--- src/rtl/vedic_iter_mult.sv ---
// Iterative WxW unsigned multiplier: a single 2x2 Vedic cell produces one digit-pair
// partial product per cycle, which is shifted and accumulated into a 2W-bit result.

module vedic_2_x_2 (
    input  logic [1:0] a,
    input  logic [1:0] b,
    output logic [3:0] p
);
    logic t1, t2, c1, t3;

    assign t1   = a[1] & b[0];
    assign t2   = a[0] & b[1];
    assign c1   = t1 & t2;
    assign t3   = a[1] & b[1];
    assign p[0] = a[0] & b[0];
    assign p[1] = t1 ^ t2;
    assign p[2] = t3 ^ c1;
    assign p[3] = t3 & c1;
endmodule

// state | meaning
// IDLE  | waiting for operands, in_ready high
// RUN   | one digit pair (i,j) multiplied and accumulated per cycle
// DONE  | finished product held on p until out_ready
module vedic_iter_mult #(
    parameter int W = 8
) (
    input  logic           clk,
    input  logic           rst_n,
    input  logic           in_valid,
    output logic           in_ready,
    input  logic [W-1:0]   a,
    input  logic [W-1:0]   b,
    output logic           out_valid,
    input  logic           out_ready,
    output logic [2*W-1:0] p,
    output logic           busy
);
    localparam int N  = W / 2;
    localparam int IW = (N > 1) ? $clog2(N) : 1;
    localparam logic [IW-1:0] LAST = IW'(N - 1);

    typedef enum logic [1:0] {IDLE, RUN, DONE} state_t;

    state_t         state_q, state_d;
    logic [W-1:0]   a_q, a_d, b_q, b_d;
    logic [2*W-1:0] acc_q, acc_d, p_q, p_d;
    logic [IW-1:0]  i_q, i_d, j_q, j_d;
    logic [1:0]     a_dig, b_dig;
    logic [3:0]     pp;
    logic [IW:0]    dig_sum;
    logic [2*W-1:0] pp_sh, acc_sum;

    assign a_dig = a_q[{i_q, 1'b0} +: 2];
    assign b_dig = b_q[{j_q, 1'b0} +: 2];

    vedic_2_x_2 u_cell (
        .a (a_dig),
        .b (b_dig),
        .p (pp)
    );

    // Digit weight is 4^(i+j); the sum needs one extra bit before doubling.
    assign dig_sum = {1'b0, i_q} + {1'b0, j_q};
    assign pp_sh   = (2*W)'(pp) << {dig_sum, 1'b0};
    assign acc_sum = acc_q + pp_sh;

    always_comb begin
        state_d = state_q;
        a_d     = a_q;
        b_d     = b_q;
        acc_d   = acc_q;
        p_d     = p_q;
        i_d     = i_q;
        j_d     = j_q;
        case (state_q)
            IDLE: begin
                if (in_valid) begin
                    a_d     = a;
                    b_d     = b;
                    acc_d   = '0;
                    i_d     = '0;
                    j_d     = '0;
                    state_d = RUN;
                end
            end
            RUN: begin
                acc_d = acc_sum;
                if (j_q == LAST) begin
                    j_d = '0;
                    if (i_q == LAST) begin
                        i_d     = '0;
                        p_d     = acc_sum;
                        state_d = DONE;
                    end else begin
                        i_d = i_q + 1'b1;
                    end
                end else begin
                    j_d = j_q + 1'b1;
                end
            end
            DONE: begin
                if (out_ready) state_d = IDLE;
            end
            default: state_d = IDLE;
        endcase
    end

    always_ff @(posedge clk or negedge rst_n) begin
        if (!rst_n) begin
            state_q <= IDLE;
            a_q     <= '0;
            b_q     <= '0;
            acc_q   <= '0;
            p_q     <= '0;
            i_q     <= '0;
            j_q     <= '0;
        end else begin
            state_q <= state_d;
            a_q     <= a_d;
            b_q     <= b_d;
            acc_q   <= acc_d;
            p_q     <= p_d;
            i_q     <= i_d;
            j_q     <= j_d;
        end
    end

    assign in_ready  = (state_q == IDLE);
    assign busy      = !in_ready;
    assign out_valid = (state_q == DONE);
    assign p         = p_q;
endmodule

--- config.mk ---
export PLATFORM = sky130hd
export DESIGN_NAME = vedic_iter_mult
export DESIGN_NICKNAME = d
export VERILOG_FILES = /design/src/rtl/vedic_iter_mult.sv
export SDC_FILE = /design/constraint.sdc
export NUM_CORES = 1
export LEC_CHECK = 0
export CORE_UTILIZATION = 28
export DETAILED_ROUTE_END_ITERATION = 6
export HOLD_SLACK_MARGIN = 0.1
export MAX_ROUTING_LAYER = met4
export SLEW_MARGIN = 40
export SYNTH_ARGS = -nofsm -noshare
export SYNTH_HDL_FRONTEND = slang
export SYNTH_SLANG_ARGS = --single-unit
--- constraint.sdc ---
create_clock -name clk -period 5.8 [get_ports clk]
set_input_delay 1.74 -clock clk [delete_from_list [all_inputs] [get_ports clk]]
set_output_delay 1.74 -clock clk [all_outputs]
set_load 0.005 [all_outputs]
==> results of run 1 <==
==> final cells by class <==
cell class                      count  share of cell area
Multi-Input combinational cell    242              0.4471
Clock buffer                        6             0.03638
Clock inverter                      2            0.004589
Inverter                           10            0.009833
Sequential cell                    54              0.3540
Timing Repair Buffer               40              0.1023
Tap cell                          140             0.04589
==> routing by layer <==
metal / track usage / wire [um]
met5: - / 0
met2: 0.2089 / 3278
met1: 0.1724 / 3478
met3: 0.02592 / 226
met4: 0.02992 / 87
==> synthesized netlist by cell type, types with 4 or more instances <==
| cell | instances | area share |
|---|---|---|
| nor2b_1 | 6 | 0.012 |
| nor3_1 | 4 | 0.0063 |
| nand4_1 | 4 | 0.0079 |
| o21ai_1 | 5 | 0.0079 |
| o22ai_1 | 10 | 0.020 |
| mux2_2 | 16 | 0.057 |
| buf_2 | 4 | 0.0063 |
| ha_1 | 21 | 0.083 |
| nand3_1 | 4 | 0.0063 |
| nand2b_1 | 6 | 0.012 |
| nor2_1 | 21 | 0.025 |
| inv_1 | 10 | 0.012 |
| xnor2_1 | 9 | 0.025 |
| xor2_1 | 4 | 0.011 |
| a21o_1 | 5 | 0.012 |
| o21ai_0 | 21 | 0.033 |
| clkbuf_1 | 9 | 0.011 |
| nand2_1 | 49 | 0.058 |
| a21oi_1 | 13 | 0.020 |
| mux4_2 | 4 | 0.028 |
| and2_1 | 4 | 0.0079 |
| dfrtp_1 | 54 | 0.43 |
==> worst max-delay path, cell delays in order, from the launching register on <==
cell and delay, ns:
dfrtp_1 0.49, mux4_2 0.56, and2_1 0.18, ha_1 0.19, ha_1 0.31, nor2b_1 0.15
a31oi_1 0.32, nor2_1 0.10, ha_1 0.35, a21oi_2 0.17, a21boi_0 0.41, o31ai_2 0.15
a211o_1 0.32, xnor2_1 0.20, o21ai_1 0.08
==> kinds of logic (layout without fill, tap and decap cells) <==
| logic type | count (synthesis) | after routing | share of synthesized area |
|---|---|---|---|
| AND/OR/NAND/NOR | 101 | 101 | 0.1411 |
| AO/OA/AOI/OAI | 83 | 83 | 0.1714 |
| flip-flops | 54 | 54 | 0.4255 |
| buffers and inverters | 27 | 58 | 0.03940 |
| adder cells (fa/ha/maj) | 23 | 23 | 0.09535 |
| multiplexers | 22 | 22 | 0.09141 |
| XOR/XNOR | 13 | 13 | 0.03586 |
==> worst min path at each step <==
stage	start	to	slack, ns	cells past startpoint
global placement	p[7]$_DFFE_PN0P_	p[7]$_DFFE_PN0P_	0.46	2
detailed placement	p[9]$_DFFE_PN0P_	p[9]$_DFFE_PN0P_	0.47	2
finish	p[9]$_DFFE_PN0P_	p[9]$_DFFE_PN0P_	0.48	2
floorplan	acc_q[4]$_DFFE_PN0P_	acc_q[4]$_DFFE_PN0P_	0.45	2
global route	p[1]$_DFFE_PN0P_	p[1]$_DFFE_PN0P_	0.52	2
CTS	p[9]$_DFFE_PN0P_	p[9]$_DFFE_PN0P_	0.49	2
==> metrics by stage <==
stage	instances	hold WS, ns
after floorplan	323	0.4524
after global placement	486	0.4642
after detailed placement	486	0.4700
after CTS	494	0.4866
after global routing	494	0.5152
final	494	0.4759
==> sequential cells by signal (all words and copies together), names as in the netlist <==
signal / cells
acc_q: 16
p: 16
a_q: 8
b_q: 8
i_q: 2
j_q: 2
state_q: 2
==> placed cells by master, fill, tap and decap left out, types with 3 or more instances in the layout <==
cell type        synthesis  routed
mux4_2                   4       4
dfrtp_1                 54      54
xnor2_1                  9       9
ha_1                    21      21
nand2b_1                 6       5
o21ai_0                 21      21
nor2b_1                  6       6
mux2_2                  16      16
clkdlybuf4s50_1          0      37
nand4_1                  4       4
nor2_1                  21      21
nand2_1                 49      49
nand3_1                  4       4
a31oi_1                  3       3
a21oi_1                 13      13
and2_1                   4       3
o22ai_1                 10      10
nor3_1                   4       4
inv_1                   10      10
a21o_1                   5       5
xor2_1                   4       4
clkbuf_16                0       5
o21ai_1                  5       5
==> power by group through the flow <==
stage               combinational (mW)  clock (mW)  sequential, mW
CTS                               1.21       0.322           0.659
finish                            1.20       0.314           0.655
global placement                  1.18           0           0.662
detailed placement                1.20           0           0.665
floorplan                        0.907           0           0.631
global route                      1.35       0.339           0.678
==> flow_summary_export.csv, run 1 <==
group,metric,value,unit
run_status,status,"complete, no violations",
timing,setup_viol,0,
synthesis,synth_edf_count,0,
grt,grt_use_total,0.1314,
pwr,power_frac_clock,0.145,
clock_tree,cts_resized,0,
cells_and_area,design_area,3817,um2
timing,max-slew-margin-rel,0.4524,
synthesis,seq_area_frac_synth,0.4255,
grt,grt_pass1_vias,2370,
timing,tightest_slew,0.8196,ns
worst_setup_path,startpoint,"i_q[0]$_DFFE_PN0P_",
die,initial_core_util,0.2904,
route,viasPerCell,4.850,
timing,slew_viol_final,0,
flow_run,max_cap_viol_count,0,
clock_tree,insertion_delay,0.29,ns
route,ant_nets,0,
pwr,p_per_area,569.4,nW/um2
clock_tree,cts_hold_buf,0,
route,drc_errors,0,
worst_setup_path,rr_worst_depth,14,
timing,fin_tns_setup,0,ns
cells_and_area,multiInputGateArea,1707,um2
timing,hold_viol_final,0,
route,drtIter0Drc,104,
synthesis,syn_nets,366,
clock_tree,numCtsBuffers,5,
timing,finalClockSkew,0.005644,ns
pwr,intPower,1.270,mW
grt,grt_pass1_wl,11.70,mm
synthesis,ys_warn_count,0,
pwr,combPwrFrac,0.554,
timing,setup_ws,1.682,ns
pwr,p_switching,0.9033,mW
synthesis,ys_types,47,
die,core.rowCount,38,
grt,grt_max_degree,55,
route,num_vias,2396,
grt,grt_overflow,0,
die,die_w,108.5,um
worst_setup_path,critPathArrivalTime,4.28,ns
die,ioPinCount,39,
die,dieArea,11770,um2
pwr,ir_drop,0.0002137,V
placed_design,io_buffers,38,
cells_and_area,drive_above_1_share,0.1130,
cells_and_area,n_antenna_cell,0,
clock_tree,clkTransAtPathRegs,0.07,ns
die,die-height,108.5,um
pwr,sequentialPowerShare,0.301,
synthesis,syn_avg_cell_area,9.831,um2
worst_setup_path,r2r-start,"i_q[0]$_DFFE_PN0P_",
synthesis,async_flop_share,1.000,
cells_and_area,syn_to_final_growth,20.21,%
worst_setup_path,cp_data_required_time,5.96,ns
die,core_region_area,10940,um2
worst_setup_path,endpoint,"acc_q[13]$_DFFE_PN0P_",
worst_setup_path,reg2reg_slack,1.68,ns
timing,fmax,0.2428,GHz
clock_tree,cts_setup_buffers,0,
placed_design,gp_congestion,0.8151,
worst_setup_path,crit_type,"reg -> reg",
synthesis,syn_area,3176,um2
worst_setup_path,r2r_end,"acc_q[13]$_DFFE_PN0P_",
clock_tree,clkSinkCount,54,
cells_and_area,fin_nets,396,
cells_and_area,final_util,0.3491,
synthesis,ys_ff_latch,54,
timing,rsz0062_at_grt,"false",
clock_tree,cts_tree,"done",
worst_setup_path,setup.worst_path.end_class,"flop",
route,first_pass_iters,4,
placed_design,placed_cell_area,3661,um2
clock_tree,cts_max_level,2,
clock_tree,cts_root_buf,"clkbuf_16",
worst_setup_path,start_kind,"flop",
cells_and_area,seqCellArea,1351,um2
timing,timing.final.crit_share,0.7100,
placed_design,place_ws,1.736,ns
synthesis,synth_ff_type,"dfrtp_1",
cells_and_area,fill_cells,1127,
pwr,p_leak,1.604,nW
route,wl_per_cell,14.31,um
placed_design,post-dp-hpwl,5.243,mm
pwr,swShare,0.4156,
hold_path,hp-class,"reg -> reg",
clock_tree,clock_path_buffers,2,
synthesis,synth_cells,323,
route,routed_wl,7.070,mm
timing,period_needed,4.118,ns
grt,antenna_found_initial,0,
pwr,fin_total_pwr,2.173,mW
worst_setup_path,cp_max_fo,6,
Power figures use the tool's default switching activity.
==> run 2, diff against run 1 <==
Clock period 5.8 ns to 4 ns, I/O delays scaled along.
==> run 2 against run 1 <==
Against the previous run:
- worst setup slack lost 1.4 ns
- sequential share of layout area is 0.27 points lower
- via count grew 1.6%
- sequential cell count did not move
==> flow_summary_export.csv, run 2 (synthesized netlist as in run 1, its figures left out) <==
group,metric,value,unit
route,drc_errors,0,
placed_design,post-dp-hpwl,5.466,mm
cells_and_area,fin_cells,499,
cells_and_area,fin_nets,402,
grt,grt_max_degree,55,
die,die-height,108.5,um
route,viasPerCell,4.878,
grt,grt_overflow,0,
cells_and_area,n_antenna_cell,0,
grt,grt_pass1_wl,11.84,mm
clock_tree,cts_root_buf,"clkbuf_16",
grt,antenna_found_initial,0,
hold_path,whs_endpoint,"p[7]$_DFFE_PN0P_",
timing,max-slew-margin-rel,0.4556,
worst_setup_path,cp_top_family,"compound AO/OA/AOI/OAI gates",
worst_setup_path,reg2reg_slack,0.24,ns
flow_run,max_cap_viol_count,0,
worst_setup_path,crit_chain,"mux4_2 > and2_1 > ha_1 > ha_1 > nor2b_1 > a31oi_2 > nor2_1 > ha_1 > a21oi_2 > a21boi_0 > buf_4 > o31ai_2 > a211o_1 > xnor2_1 > o21ai_1",
timing,fmax,0.2662,GHz
timing,fin_hold_ws,0.4776,ns
route,first_pass_iters,4,
worst_setup_path,setup.worst_path.end_class,"flop",
worst_setup_path,critPathSlowestCell,"mux4_2",
clock_tree,cts_hold_buf,0,
pwr,p_leak,1.615,nW
timing,finalClockSkew,0.006827,ns
hold_path,hp-class,"reg -> reg",
placed_design,gp_congestion,0.8372,
route,routed_wl,7.161,mm
die,initial_core_util,0.2904,
die,core.rowCount,38,
worst_setup_path,start_kind,"flop",
route,drtIter0Drc,90,
cells_and_area,final_cell_mix,"52 x dfrtp_1, 49 x nand2_1, 37 x clkdlybuf4s50_1",
placed_design,io_buffers,38,
grt,grt_use_total,0.1337,
die,die_w,108.5,um
placed_design,placed_cell_area,3690,um2
pwr,ir_drop,0.0003028,V
hold_path,hold_start,"p[7]$_DFFE_PN0P_",
clock_tree,clock_path_buffers,2,
worst_setup_path,startpoint,"j_q[0]$_DFFE_PN0P_",
cells_and_area,final_util,0.3524,
worst_setup_path,cp_data_required_time,4.16,ns
grt,grt_pass1_vias,2332,
hold_path,hold_depth,2,
worst_setup_path,path_buf_inv,1,
worst_setup_path,cpPeakStageDelay,0.55,ns
timing,slew_viol_final,0,
worst_setup_path,r2r-start,"j_q[0]$_DFFE_PN0P_",
timing,rsz0062_at_grt,"false",
timing,timing.final.crit_share,0.9392,
route,wl_per_cell,14.35,um
cells_and_area,seqCellArea,1354,um2
worst_setup_path,cp_max_fo,5,
worst_setup_path,rr_worst_depth,15,
worst_setup_path,crit_path_frequent_cell,"ha_1",
worst_setup_path,critPathArrivalTime,3.92,ns
timing,fin_tns_setup,0,ns
placed_design,placed_cells,490,
worst_setup_path,crit_type,"reg -> reg",
worst_setup_path,r2r_end,"acc_q[13]$_DFFE_PN0P_",
timing,tightest_slew,0.8166,ns
cells_and_area,syn_to_final_growth,21.36,%
cells_and_area,drive_above_1_share,0.1309,
run_status,status,"complete, no violations",
die,dieArea,11770,um2
timing,hold_viol_final,0,
clock_tree,clkTransAtPathRegs,0.07,ns
clock_tree,cts_max_level,2,
clock_tree,cts_tree,"done",
cells_and_area,fill_cells,1120,
route,ant_nets,0,
clock_tree,clkSinkCount,54,
clock_tree,insertion_delay,0.29,ns
timing,setup_viol,0,
timing,period_needed,3.757,ns
die,ioPinCount,39,
pwr,p_per_area,826.8,nW/um2
die,core_region_area,10940,um2
route,num_vias,2434,
clock_tree,numCtsBuffers,5,
cells_and_area,design_area,3854,um2
cells_and_area,final_common_cell,"dfrtp_1",
cells_and_area,multiInputGateArea,1712,um2
run 2: cell count changes in the layout (fill, tap and decap cells not counted), moves of 2 or more:
cell,previous run,this run
clkinv_4,2,0
dfrtp_1,54,52
buf_4,2,8
dfrtp_2,0,2
clkinvlp_4,0,2
run 2: cell type report:
class,instances,area share
multi-input combinational,242,0.4442
timing repair buffer,46,0.1130
clock inverter,2,0.003896
inverter,10,0.009740
tap,140,0.04545
clock buffer,5,0.03247
sequential,54,0.3513
run 2: power by group:
part           internal, mW  leakage [nW]  total [mW]  switching (mW)
Sequential            0.790         0.680       0.944           0.154
Combinational         0.846         0.873        1.82           0.970
Clock                 0.229        0.0619       0.427           0.198
run 2: routing by layer:
metal,vias to the layer above,share of wire,routed length (um),track usage
met5,-,0,0,-
met4,0,0.016,116,0.03861
met3,11,0.029,207,0.02170
met2,51,0.44,3181,0.1998
met1,1150,0.51,3655,0.1858
li1,1222,-,-,-
run 2: through the flow:
step | total power [mW] | worst slack (ns)
2_1_floorplan | 2.230 | 0.3918
3_3_place_gp | 2.711 | 0.1695
3_5_place_dp | 2.756 | 0.07328
4_1_cts | 3.192 | 0.05812
5_1_grt | 3.471 | 0.005540
6_report | 3.186 | 0.2430
run 2: worst max-delay path by stage:
stage	depth (start not counted)	slack, ns	end
final	15	0.24	acc_q[13]$_DFFE_PN0P_
after global routing	15	0.006	p[13]$_DFFE_PN0P_
after CTS	15	0.06	acc_q[13]$_DFFE_PN0P_
after global placement	15	0.17	acc_q[13]$_DFFE_PN0P_
after detailed placement	15	0.07	p[13]$_DFFE_PN0P_
after floorplan	14	0.39	acc_q[13]$_DFFE_PN0P_
run 2: worst reg2reg max path: cells and delay by family, from the launching register on:
family | cells | cell delay [ns]
simple gates | 3 | 0.42
flops | 1 | 0.42
compound gates | 6 | 1.08
buf+inv | 1 | 0.16
mux | 1 | 0.55
xor+xnor | 1 | 0.19
fa+ha+maj | 3 | 0.82
run 2: repair_timing:
| action | CTS | global route |
|---|---|---|
| endpoints found under the setup margin | 0 | 14 |
| setup buffers | 0 | 2 |
| gates resized for setup | 0 | 3 |
